==> src/rtl/uart_rx_deser.sv <==
`default_nettype none
// ============================================================================
//  Module   : uart_rx_deser
//  Purpose  : UART receive front-end. Synchronises the rx line, oversamples it
//             on the shared baud tick, deframes LSB-first bytes and buffers
//             them in a first-word-fall-through FIFO.
//  Options  : define UART_RX_PARITY_EN to receive an even-parity bit between
//             the data bits and the stop bit (8E1); otherwise 8N1.
//  Revision : 1.0  initial release
// ============================================================================
module uart_rx_deser #(
    parameter int DATA_W     = 8,
    parameter int OVERSAMPLE = 16,
    parameter int FIFO_DEPTH = 4
) (
    input  logic                          clk,
    input  logic                          rst_n,
    input  logic                          i_tick,
    input  logic                          i_rx,
    input  logic                          i_rd_en,
    output logic [DATA_W-1:0]             o_data_out,
    output logic                          o_valid,
    output logic [$clog2(FIFO_DEPTH):0]   o_count,
    output logic                          o_ack,
    output logic                          o_frame_err,
    output logic                          o_parity_err,
    output logic                          o_overrun,
    output logic [2:0]                    o_state_rx
);

    localparam int C_CNT_W = $clog2(OVERSAMPLE);
    localparam int C_BIT_W = $clog2(DATA_W);
    localparam int C_PTR_W = $clog2(FIFO_DEPTH);

    localparam logic [C_CNT_W-1:0] C_HALF_M1  = C_CNT_W'(OVERSAMPLE / 2 - 1);
    localparam logic [C_CNT_W-1:0] C_FULL_M1  = C_CNT_W'(OVERSAMPLE - 1);
    localparam logic [C_BIT_W-1:0] C_LAST_BIT = C_BIT_W'(DATA_W - 1);
    localparam logic [C_PTR_W:0]   C_CNT_FULL = (C_PTR_W + 1)'(FIFO_DEPTH);

    typedef enum logic [2:0] {
        S_IDLE   = 3'd0,
        S_START  = 3'd1,
        S_DATA   = 3'd2,
        S_PARITY = 3'd3,
        S_STOP   = 3'd4
    } state_t;

    state_t              r_state;
    logic                r_rx_meta;
    logic                r_rx_sync;
    logic                r_armed;       // line has been seen high since last frame
    logic [C_CNT_W-1:0]  r_tick_cnt;
    logic [C_BIT_W-1:0]  r_bit_cnt;
    logic [DATA_W-1:0]   r_shift;
    logic                r_ack;
    logic                r_frame_err;
    logic                r_overrun;

    logic [DATA_W-1:0]   r_mem [FIFO_DEPTH];
    logic [C_PTR_W-1:0]  r_wr_ptr;
    logic [C_PTR_W-1:0]  r_rd_ptr;
    logic [C_PTR_W:0]    r_count;

    logic                w_par_bad;
    logic                w_full;
    logic                w_pop;
    logic                w_push;

`ifdef UART_RX_PARITY_EN
    logic                r_par_bad;
    logic                r_parity_err;
    assign w_par_bad    = r_par_bad;
    assign o_parity_err = r_parity_err;
`else
    assign w_par_bad    = 1'b0;
    assign o_parity_err = 1'b0;
`endif

    // A full FIFO can still accept the byte when the head is popped in the same cycle
    assign w_full = (r_count == C_CNT_FULL);
    assign w_pop  = i_rd_en && (r_count != '0);
    assign w_push = (r_state == S_STOP) && i_tick && (r_tick_cnt == C_FULL_M1) &&
                    r_rx_sync && !w_par_bad && (!w_full || w_pop);

    // Two-flop synchroniser for the asynchronous rx line, idle-high at reset
    always_ff @(posedge clk or negedge rst_n) begin
        if (!rst_n) begin
            r_rx_meta <= 1'b1;
            r_rx_sync <= 1'b1;
        end else begin
            r_rx_meta <= i_rx;
            r_rx_sync <= r_rx_meta;
        end
    end

    // Frame deserialiser FSM with registered one-cycle status pulses
    always_ff @(posedge clk or negedge rst_n) begin
        if (!rst_n) begin
            r_state      <= S_IDLE;
            r_armed      <= 1'b0;
            r_tick_cnt   <= '0;
            r_bit_cnt    <= '0;
            r_shift      <= '0;
            r_ack        <= 1'b0;
            r_frame_err  <= 1'b0;
            r_overrun    <= 1'b0;
`ifdef UART_RX_PARITY_EN
            r_par_bad    <= 1'b0;
            r_parity_err <= 1'b0;
`endif
        end else begin
            r_ack        <= 1'b0;
            r_frame_err  <= 1'b0;
            r_overrun    <= 1'b0;
`ifdef UART_RX_PARITY_EN
            r_parity_err <= 1'b0;
`endif
            if (i_tick) begin
                case (r_state)
                    S_IDLE: begin
                        if (r_rx_sync) begin
                            r_armed <= 1'b1;
                        end else if (r_armed) begin
                            r_state    <= S_START;
                            r_tick_cnt <= '0;
                        end
                    end
                    S_START: begin
                        if (r_tick_cnt == C_HALF_M1) begin
                            r_tick_cnt <= '0;
                            r_bit_cnt  <= '0;
                            // A start bit that is gone by mid-bit was a glitch
                            r_state    <= r_rx_sync ? S_IDLE : S_DATA;
                        end else begin
                            r_tick_cnt <= r_tick_cnt + 1'b1;
                        end
                    end
                    S_DATA: begin
                        if (r_tick_cnt == C_FULL_M1) begin
                            r_tick_cnt <= '0;
                            r_shift    <= {r_rx_sync, r_shift[DATA_W-1:1]};
                            r_bit_cnt  <= r_bit_cnt + 1'b1;
                            if (r_bit_cnt == C_LAST_BIT) begin
`ifdef UART_RX_PARITY_EN
                                r_state <= S_PARITY;
`else
                                r_state <= S_STOP;
`endif
                            end
                        end else begin
                            r_tick_cnt <= r_tick_cnt + 1'b1;
                        end
                    end
`ifdef UART_RX_PARITY_EN
                    S_PARITY: begin
                        if (r_tick_cnt == C_FULL_M1) begin
                            r_tick_cnt <= '0;
                            // Even parity: received bit must equal XOR of the data bits
                            r_par_bad  <= (^r_shift) ^ r_rx_sync;
                            r_state    <= S_STOP;
                        end else begin
                            r_tick_cnt <= r_tick_cnt + 1'b1;
                        end
                    end
`endif
                    S_STOP: begin
                        if (r_tick_cnt == C_FULL_M1) begin
                            r_tick_cnt <= '0;
                            r_state    <= S_IDLE;
                            if (!r_rx_sync) begin
                                r_frame_err <= 1'b1;
                                r_armed     <= 1'b0;
                            end
`ifdef UART_RX_PARITY_EN
                            else if (r_par_bad) begin
                                r_parity_err <= 1'b1;
                            end
`endif
                            else if (w_push) begin
                                r_ack <= 1'b1;
                            end else begin
                                r_overrun <= 1'b1;
                            end
                        end else begin
                            r_tick_cnt <= r_tick_cnt + 1'b1;
                        end
                    end
                    default: r_state <= S_IDLE;
                endcase
            end
        end
    end

    // FIFO storage; contents are don't-care while the slot is not occupied
    always_ff @(posedge clk) begin
        if (w_push) begin
            r_mem[r_wr_ptr] <= r_shift;
        end
    end

    // FIFO pointers and occupancy; power-of-two depth lets pointers wrap freely
    always_ff @(posedge clk or negedge rst_n) begin
        if (!rst_n) begin
            r_wr_ptr <= '0;
            r_rd_ptr <= '0;
            r_count  <= '0;
        end else begin
            if (w_push) begin
                r_wr_ptr <= r_wr_ptr + 1'b1;
            end
            if (w_pop) begin
                r_rd_ptr <= r_rd_ptr + 1'b1;
            end
            case ({w_push, w_pop})
                2'b10:   r_count <= r_count + 1'b1;
                2'b01:   r_count <= r_count - 1'b1;
                default: r_count <= r_count;
            endcase
        end
    end

    assign o_valid     = (r_count != '0);
    assign o_data_out  = o_valid ? r_mem[r_rd_ptr] : '0;
    assign o_count     = r_count;
    assign o_ack       = r_ack;
    assign o_frame_err = r_frame_err;
    assign o_overrun   = r_overrun;
    assign o_state_rx  = r_state;

endmodule
`default_nettype wire
==> config.mk <==
export PLATFORM = sky130hd
export DESIGN_NAME = uart_rx_deser
export DESIGN_NICKNAME = d
export VERILOG_FILES = /design/src/rtl/uart_rx_deser.sv
export SDC_FILE = /design/constraint.sdc
export NUM_CORES = 1
export LEC_CHECK = 0
export CAP_MARGIN = 20
export CORE_MARGIN = 2
export CORE_UTILIZATION = 40
export CTS_BUF_LIST = sky130_fd_sc_hd__clkbuf_4
export DETAILED_ROUTE_END_ITERATION = 7
export GPL_ROUTABILITY_DRIVEN = 0
export GPL_TIMING_DRIVEN = 0
export PLACE_DENSITY = 0.58
export SLEW_MARGIN = 10
export SYNTH_ARGS = -nofsm -noshare
export SYNTH_HDL_FRONTEND = slang
export SYNTH_SLANG_ARGS = --single-unit
==> constraint.sdc <==
create_clock -name clk -period 3.65 [get_ports clk]
set_input_delay 0.365 -clock clk [delete_from_list [all_inputs] [get_ports clk]]
set_output_delay 0.365 -clock clk [all_outputs]
set_load 0.01 [all_outputs]
==> results of run 1 <==
final cells by class:
cell class / count / area [µm²]
Timing Repair Buffer: 22 / 215
Clock buffer: 12 / 90.1
Sequential cell: 63 / 1740
Buffer: 10 / 42.5
Multi-Input combinational cell: 113 / 1010
Inverter: 9 / 33.8
Fill cell: 609 / 3500
Tap cell: 96 / 120
Clock inverter: 4 / 48.8
worst reg2reg max path, stage by stage (launching register included):
cell	delay [ns]
dfrtp_1	0.41
ha_1	0.28
nand3_2	0.11
or4b_4	0.58
nor3_4	0.28
inv_1	0.08
ha_1	0.22
inv_1	0.07
fa_1	0.19
xor2_1	0.15
nor2_1	0.07
xor2_1	0.14
state kept, by name, indices dropped and copies added, names as in the netlist, 2 cells and up:
register	cells
r_mem	32
r_shift	8
r_tick_cnt	4
o_count	3
o_state_rx	3
r_bit_cnt	3
r_rd_ptr	2
r_wr_ptr	2
placed cells by master (no fill, tap or decap), drive strengths merged, types with 2 or more instances in the layout:
cell type / count
buf: 3
clkdlybuf4s50: 21
xnor2: 4
mux2i: 2
a21oi: 3
o21ai: 6
edfxtp: 32
maj3: 2
dfrtp: 29
mux4: 8
and2: 12
nor3: 4
nor2: 6
inv: 10
a211o: 2
dfstp: 2
clkbuf: 20
mux2: 11
ha: 8
nand3: 7
nand2: 11
or3b: 3
xor2: 3
metrics by stage:
stage	instances	worst slack [ns]	area, µm²	hold slack, ns	util
global route	329	0.791	3300	0.0493	0.485
CTS	329	0.951	3300	0.0349	0.485
floorplan	195	1.25	2820	0.0694	-
finish	329	0.982	3300	0.0351	0.485
global placement	313	0.433	3160	0.346	0.465
detailed placement	313	0.648	3160	0.348	0.465
cell families after synthesis:
kind of cell               after synthesis
adders and majority gates               11
buffers and inverters                   19
muxes                                   21
and+or+nand+nor                         55
xor gates and xnor gates                 7
other                                    1
DFF                                     63
AOI/OAI and AO/OA                       18
path summary, 6_finish.rpt:
check / start / endpoint / slack [ns] / depth (start not counted)
worst max-delay path: r_tick_cnt[0] / o_count[2] / 0.98 / 11
worst min-delay path: rst_n / o_state_rx[2] / 0.04 / 1
worst max register to register: r_tick_cnt[0] / o_count[2] / 0.98 / 11
worst min register to register: r_rx_meta / r_rx_sync / 0.36 / 0
max in group asynchronous: rst_n / r_shift[2] / 3.14 / 1
min in group clk: r_rx_meta / r_rx_sync / 0.36 / 0
layer usage:
metal / global-route usage / share of wire
met1: 0.180 / 0.49
met2: 0.218 / 0.47
met3: 0.0500 / 0.033
met4: 0.0490 / 0.0097
met5: 0 / 0
where the power goes:
group          total, µW  internal (µW)  leakage [µW]  switching (µW)
combinational        713            381      0.000504             332
clock                465            232     0.0000779             233
sequential           873            806      0.000734            67.7
total               2050           1420       0.00132             633
cell usage after synthesis, drive strengths merged, types with 3 or more instances:
cell type | n | area [µm²]
a21oi | 3 | 15.0
and2 | 12 | 75.1
clkbuf | 8 | 30.0
dfrtp | 29 | 726
edfxtp | 32 | 961
ha | 8 | 100
inv | 9 | 33.8
mux2 | 11 | 128
mux4 | 8 | 180
nand2 | 11 | 41.3
nand3 | 7 | 40.0
nor2 | 6 | 30.0
nor3 | 4 | 31.3
o21ai | 6 | 30.0
or3b | 3 | 26.3
xnor2 | 4 | 35.0
xor2 | 3 | 26.3
==> metrics.csv, run 1 <==
metric,value,unit
status,"finished, final reports clean",
Cell Rows,30,
"CP delay by family, top",simple AND/OR/NAND/NOR gates,
Tightest Hold Check Type,in2async,
Post-synth EDFFs,32,
VDD IR max,0.294,mV
DRT Wirelength,4760,µm
full die area,0.00774,mm²
initial antenna violation count,0,
Antenna Violating Nets Remaining,0,
RSZ-0062 raised after global routing,false,
Simple-Gate Fraction of Synth Area,0.122,
crit path launch type,flop,
vias in the first global route,1478,
Critical Path Sink Type,flop,
"Reg clk slew, reported paths",0.10,ns
average wire per standard cell,14.5,µm
Synth Area in Compound Gates,0.0448,
Critical Path RT,3.92,ns
max-cap violation count,0,
WP buf/inv,2,
area grow syn2layout,17.0,%
TritonRoute pass-1 iters,4,
ys flop type,edfxtp_1,
#FFs+latches synth,63,
xor/xnor share of the synthesized area,0.0217,
Design Power,2050,µW
final critical-path required period,2.67,ns
first-pass GRT wire length,7750,µm
worst skew pair latency,0.38,ns
clk_skew,0.0109,ns
DIE HEIGHT,88.0,µm
Final setup violation count,0,
fin. max-slew vios,0,
Syn Inst Count,195,
Post-CTS Hold Buffers,0,
Max transition margin,0.466,
Resize count post-CTS,0,
global route overflow,0,
via count,1538,
layout cell share with drive strength beyond 1,0.215,
mux contribution to synthesized area,0.116,
Iter 0 DRT Violations,53,
largest family of logic cells by synthesized area,simple AND/OR/NAND/NOR gates,
DRC viols,0,
GRT Total Usage,0.139,
"Cell Area, Synth",0.00282,mm²
# H-tree levels,3,
"Hold Vio Cnt, Final",0,
FMAX,0.375,GHz
peak fanout along the critical path,7,
# port buffers,22,
Inserted Clock Buffers,9,
Die W,88.0,µm
post-synthesis sequential area ratio,0.617,
largest net degree at the start of global routing,32,
io pins,24,
Power Density,622,mW/mm²
Initial Util,0.415,
n_diodes,0,
Post-synth ARST share,0.492,
TNS Setup,0,ns
core area,0.00679,mm²
Clock Sinks,63,
Synth cell types,49,
"Critical Path, Cell by Cell",ha_1 > nand3_2 > or4b_4 > nor3_4 > inv_1 > ha_1 > inv_1 > fa_1 > xor2_1 > nor2_1 > xor2_1,
Synth warnings,0,
net count after synthesis,209,
fin crit share,0.731,
adder-cell share of the synthesized area,0.0497,
WS Path Type,reg2reg,
CTS tree,yes,
vias per cell,4.67,
Layout Nets,242,
dpl hpwl,3180,µm
Worst path max stage delay,0.58,ns
Max Root-Sink Buffers,2,
CTS root buf,clkbuf_4,
worst slew pin tran,0.797,ns
syn_area_per_cell,14.5,µm²
post-CTS setup buffers,0,
"Arr. time, crit path",2.94,ns
"slowest stage cell, crit path",or4b_4,
Lkg Pwr,0.00132,µW
No activity file was read; power rests on OpenSTA's default activity.
==> inputs of run 2 (changes only) <==
--- a/config.mk
+++ b/config.mk
@@ -12,7 +12,7 @@
 export DETAILED_ROUTE_END_ITERATION = 7
 export GPL_ROUTABILITY_DRIVEN = 0
 export GPL_TIMING_DRIVEN = 0
-export PLACE_DENSITY = 0.58
+export PLACE_DENSITY = 0.6
 export SLEW_MARGIN = 10
 export SYNTH_ARGS = -nofsm -noshare
 export SYNTH_HDL_FRONTEND = slang
==> constraint.sdc (replaced) <==
create_clock -name clk -period 2.4 [get_ports clk]
set_input_delay 0.24 -clock clk [delete_from_list [all_inputs] [get_ports clk]]
set_output_delay 0.24 -clock clk [all_outputs]
set_load 0.01 [all_outputs]
==> run 2 against run 1 <==
Routed wire length down 0.53%. Global-route usage up 0.075 points. Final cell count up 1.5%. Maximum frequency up 15%.
==> metrics.csv, run 2 (same netlist as run 1, synthesis figures left out) <==
metric,value,unit
FF-to-FF Start,r_tick_cnt[0],
Clock Sinks,63,
area grow syn2layout,20.1,%
vias per cell,4.79,
placement-stage cell area,0.00317,mm²
Final Instance Count excl. Fillers,334,
Inserted Clock Buffers,9,
sw frac,0.307,
CTS tree,yes,
crit path launch type,flop,
vias in the first global route,1580,
max-cap violation count,0,
Cell Rows,30,
initial antenna violation count,0,
GRT Total Usage,0.140,
# H-tree levels,3,
via count,1599,
Max Root-Sink Buffers,2,
RSZ-0062 raised after global routing,true,
WS Path Type,reg2reg,
CTS root buf,clkbuf_4,
Final WS setup,0.0783,ns
FILL cells,582,
peak fanout along the critical path,5,
Initial Util,0.415,
global route overflow,0,
"commonest non-fill, non-tap cell in the layout",edfxtp_1,
Antenna Violating Nets Remaining,0,
clk_skew,0.00987,ns
worst slew pin tran,0.736,ns
Critical Path RT,2.68,ns
Worst Setup SP,r_tick_cnt[0],
Combinational Power Share,0.344,
"slowest stage cell, crit path",or4b_4,
Die W,88.0,µm
Final Core Density,0.498,
clock power share,0.217,
Biggest register,r_mem,
Design Power,3150,µW
DRT Wirelength,4730,µm
fin. max-slew vios,0,
Regs by FF count,"r_mem: 32 flops, r_shift: 8 flops, r_tick_cnt: 4 flops",
"Hold Vio Cnt, Final",0,
largest net degree at the start of global routing,32,
Power Density,930,mW/mm²
Placed Instances,313,
DRC viols,0,
n_diodes,0,
NetSw,967,µW
full die area,0.00774,mm²
Iter 0 DRT Violations,94,
Critical Path Sink Type,flop,
Tightest Hold Check Type,in2reg,
CP most frequent cell,xor2_1,
Power Internal,2180,µW
Final setup violation count,0,
Place WS,-0.450,ns
VDD IR max,0.388,mV
fin area,0.00338,mm²
layout cell share with drive strength beyond 1,0.252,
status,"finished, final reports clean",
fin crit share,0.967,
worst skew pair latency,0.38,ns
max reg flops,32,
HP Start,i_rx,
# port buffers,22,
final critical-path required period,2.32,ns
dpl hpwl,3010,µm
most frequent cells in the layout,"32 x edfxtp_1, 29 x dfrtp_1, 19 x clkdlybuf4s50_1, 11 x nand2_1, 11 x clkbuf_4",
core area,0.00679,mm²
"Reg clk slew, reported paths",0.10,ns
TritonRoute pass-1 iters,4,
"Critical Path, Cell by Cell",ha_4 > nand3_2 > or4b_4 > nor3_4 > inv_1 > ha_2 > inv_2 > fa_1 > xor2_1 > nor2_1 > xor2_1,
"Arr. time, crit path",2.60,ns
Lkg Pwr,0.00138,µW
io pins,24,
FMAX,0.431,GHz
Worst path max stage delay,0.53,ns
average wire per standard cell,14.2,µm
register share of total power,0.439,
Layout Nets,247,
DIE HEIGHT,88.0,µm
first-pass GRT wire length,7870,µm
Max transition margin,0.510,
-- run 2: changes by cell type in the layout (fill, tap and decap cells not counted), moves of 2 or more --
cell             previous run  this run
and2_1                     12        10
clkbuf_1                    8         5
buf_4                       1         8
clkinv_1                    0         3
and2_2                      0         2
clkdlybuf4s50_1            21        19
ha_1                        8         6
dlymetal6s2s_1              0         2
-- run 2: final timing paths --
kind	to	slack (ns)	cells past startpoint
worst max-delay path	o_count[2]	0.08	11
worst min-delay path	r_rx_meta	0.25	1
min in group asynchronous	o_frame_err	0.44	2
max in group asynchronous	r_shift[5]	1.48	2
worst min register to register	r_rx_sync	0.36	0
worst max register to register	o_count[2]	0.08	11
-- run 2: timing repair --
action                                  4_1_cts  5_1_grt
endpoints found under the setup margin       34       26
pin swaps                                     1        0
endpoints found under the hold margin        29        0
gates cloned                                  0        0
setup buffers                                 3        4
hold buffers                                  1        0
resized for setup                             2        9
-- run 2: area by class of cell --
cell class | instances | area (µm²) | share of cell area
Buffer | 7 | 46.3 | 0.0137
Clock buffer | 11 | 82.6 | 0.0244
Clock inverter | 5 | 48.8 | 0.0144
Inverter | 9 | 33.8 | 0.00998
Multi-Input combinational cell | 113 | 1030 | 0.305
Sequential cell | 63 | 1740 | 0.514
Tap cell | 96 | 120 | 0.0355
Timing Repair Buffer | 30 | 283 | 0.0835
-- run 2: routing by layer --
layer / part of all wire / up-vias / GRT usage
li1: - / 784 / -
met2: 0.51 / 24 / 0.218
met4: 0.011 / 0 / 0.0545
met5: 0 / - / 0
met3: 0.029 / 5 / 0.0424
met1: 0.45 / 786 / 0.184
-- run 2: per-stage QoR --
step	hold slack [ns]	TNS, ns
after floorplan	-0.0556	0
after detailed placement	0.349	-8.96
final	0.253	0
after global routing	0.208	-0.615
after global placement	0.347	-12.96
after CTS	0.223	-0.00832
-- run 2: worst max-delay path: cells and delay by family (launching register included) --
family                   cells  cell delay (ns)
AND/OR/NAND/NOR              4             0.85
adder cells (fa/ha/maj)      3             0.54
flip-flops                   1             0.42
XOR/XNOR                     2             0.28
buffers and inverters        2             0.13
-- run 2: power by group through the flow --
stage | combinational, µW | clock (µW) | sequential [µW]
4_1_cts | 1070 | 714 | 1370
3_3_place_gp | 1090 | 0 | 1350
3_5_place_dp | 1100 | 0 | 1350
5_1_grt | 1210 | 765 | 1410
2_1_floorplan | 702 | 0 | 1350
6_report | 1080 | 683 | 1380
==> inputs of run 3 (changes only) <==
--- a/config.mk
+++ b/config.mk
@@ -12,7 +12,7 @@
 export DETAILED_ROUTE_END_ITERATION = 7
 export GPL_ROUTABILITY_DRIVEN = 0
 export GPL_TIMING_DRIVEN = 0
-export PLACE_DENSITY = 0.6
+export PLACE_DENSITY = 0.58
 export SLEW_MARGIN = 10
 export SYNTH_ARGS = -nofsm -noshare
 export SYNTH_HDL_FRONTEND = slang
==> constraint.sdc (replaced) <==
create_clock -name clk -period 2.75 [get_ports clk]
set_input_delay 0.275 -clock clk [delete_from_list [all_inputs] [get_ports clk]]
set_output_delay 0.275 -clock clk [all_outputs]
set_load 0.01 [all_outputs]
==> run 3 against run 2 <==
Worst hold slack gained 0.038 ns. Setup slack gained 0.098 ns. First-iteration DRC count shrank 40%. Utilization shrank 0.59 points. Sequential power shrank 16%. Die area is the same.
==> metrics.csv, run 3 (same netlist as run 1, synthesis figures left out) <==
metric,value,unit
status,"finished, final reports clean",
# port buffers,22,
GRT Total Usage,0.139,
CTS root buf,clkbuf_4,
FMAX,0.388,GHz
crit path launch type,flop,
DRC viols,0,
Critical Path RT,3.03,ns
TNS Setup,0,ns
vias per cell,4.74,
Worst Setup SP,r_tick_cnt[0],
Placed Instances,313,
full die area,0.00774,mm²
"CP delay by family, top",simple AND/OR/NAND/NOR gates,
first-pass GRT wire length,7750,µm
DRT Wirelength,4810,µm
TritonRoute pass-1 iters,4,
R2R depth,11,
"slowest stage cell, crit path",or4b_4,
Regs by FF count,"r_mem: 32 flops, r_shift: 8 flops, r_tick_cnt: 4 flops",
Clock Sinks,63,
largest net degree at the start of global routing,32,
NetSw,847,µW
Inserted Clock Buffers,9,
most frequent cells in the layout,"32 x edfxtp_1, 28 x dfrtp_1, 21 x clkdlybuf4s50_1, 12 x and2_1, 12 x clkbuf_4",
# H-tree levels,3,
fin area,0.00334,mm²
"Arr. time, crit path",2.85,ns
clk_skew,0.0104,ns
Power Internal,1890,µW
FF-to-FF Start,r_tick_cnt[0],
WP buf/inv,2,
clock power share,0.226,
CP endpoint,o_count[2],
VDD IR max,0.388,mV
average wire per standard cell,14.4,µm
final critical-path required period,2.57,ns
Biggest register,r_mem,
fin crit share,0.936,
Antenna Violating Nets Remaining,0,
register share of total power,0.425,
sw frac,0.309,
Max Root-Sink Buffers,2,
Critical Path Sink Type,flop,
layout cell share with drive strength beyond 1,0.232,
WS Path Type,reg2reg,
fin. max-slew vios,0,
worst skew pair latency,0.38,ns
"Reg clk slew, reported paths",0.10,ns
DIE HEIGHT,88.0,µm
RSZ-0062 raised after global routing,false,
Worst path max stage delay,0.58,ns
dpl hpwl,3180,µm
Die W,88.0,µm
vias in the first global route,1478,
Max transition margin,0.467,
via count,1577,
Final setup violation count,0,
initial antenna violation count,0,
Lkg Pwr,0.00133,µW
critical path depth in cells,11,
n_diodes,0,
"Hold Vio Cnt, Final",0,
max-cap violation count,0,
Final Instance Count excl. Fillers,333,
Combinational Power Share,0.349,
Cell Rows,30,
Tightest Hold Check Type,in2reg,
Iter 0 DRT Violations,56,
placement-stage cell area,0.00316,mm²
"commonest non-fill, non-tap cell in the layout",edfxtp_1,
io pins,24,
"Critical Path, Cell by Cell",ha_4 > nand3_2 > or4b_4 > nor3_4 > inv_1 > ha_1 > inv_1 > fa_1 > xor2_1 > nor2_1 > xor2_1,
peak fanout along the critical path,6,
global route overflow,0,
core area,0.00679,mm²
Power Density,818,mW/mm²
max reg flops,32,
Layout Nets,246,
Initial Util,0.415,
CTS tree,yes,
worst slew pin tran,0.795,ns
R2R setup slack,0.18,ns
Worst R2R End,o_count[2],
area grow syn2layout,18.6,%
==> run 3: cell types whose count changed in the layout (fill, tap and decap cells not counted), moves of 2 or more <==
cell / previous run / this run
clkdlybuf4s50_1: 19 / 21
and2_2: 2 / 0
and2_1: 10 / 12
clkinv_1: 3 / 0
buf_4: 8 / 4
clkbuf_1: 5 / 8
dlymetal6s2s_1: 2 / 0
==> run 3: what timing repair did <==
action                     4_1_cts  5_1_grt
buffers inserted                 0        3
setup endpoints to repair        0        2
resized for setup                0        3
hold buffers                     1        0
hold endpoints to repair        29        0
==> run 3: layout make-up <==
type	count	area (µm²)
multi-input cells	113	1020
well taps	96	120
inverters	9	33.8
flip-flops and latches	63	1740
fillers	608	3450
clock buffers	12	90.1
plain buffers	10	42.5
clock inverters	4	48.8
repair buffers	26	248
==> run 3: worst register-to-register path, stage by stage, from the launching register on <==
cell and delay (ns):
dfrtp_2 0.42, ha_4 0.18, nand3_2 0.09, or4b_4 0.58
nor3_4 0.31, inv_1 0.08, ha_1 0.21, inv_1 0.07
fa_1 0.18, xor2_1 0.15, nor2_1 0.07, xor2_1 0.14
==> run 3: power groups by stage <==
stage               Sequential (µW)  Clock, µW  Combinational (µW)
floorplan                      1180          0                 609
detailed placement             1180          0                 963
CTS                            1160        640                 965
global placement               1180          0                 955
global route                   1180        683                1060
finish                         1160        618                 955
==> run 3: metrics by stage <==
| stage | hold slack (ns) | utilization | total power, µW | worst slack [ns] |
|---|---|---|---|---|
| floorplan | -0.0206 | - | 1780 | 0.345 |
| global placement | 0.346 | 0.465 | 2130 | -0.377 |
| finish | 0.290 | 0.492 | 2740 | 0.176 |
| global route | 0.269 | 0.492 | 2930 | 0.0214 |
| detailed placement | 0.348 | 0.465 | 2140 | -0.162 |
| CTS | 0.257 | 0.487 | 2760 | 0.0510 |
==> run 3: layer usage <==
metal	part of all wire	wire length (µm)	vias to the layer above	track usage
met1	0.48	2320	765	0.180
met5	0	0	-	0
li1	-	-	782	-
met4	0.0096	46	0	0.0490
met3	0.033	160	4	0.0500
met2	0.47	2280	26	0.218
==> run 3: worst min path at each step <==
stage	depth (start not counted)	to	slack [ns]	startpoint
6_report	1	r_rx_meta	0.29	i_rx
5_1_grt	1	r_rx_meta	0.27	i_rx
4_1_cts	1	r_rx_meta	0.26	i_rx
3_5_place_dp	0	r_rx_sync	0.35	r_rx_meta
3_3_place_gp	0	r_rx_sync	0.35	r_rx_meta
2_1_floorplan	0	o_ack	-0.02	rst_n
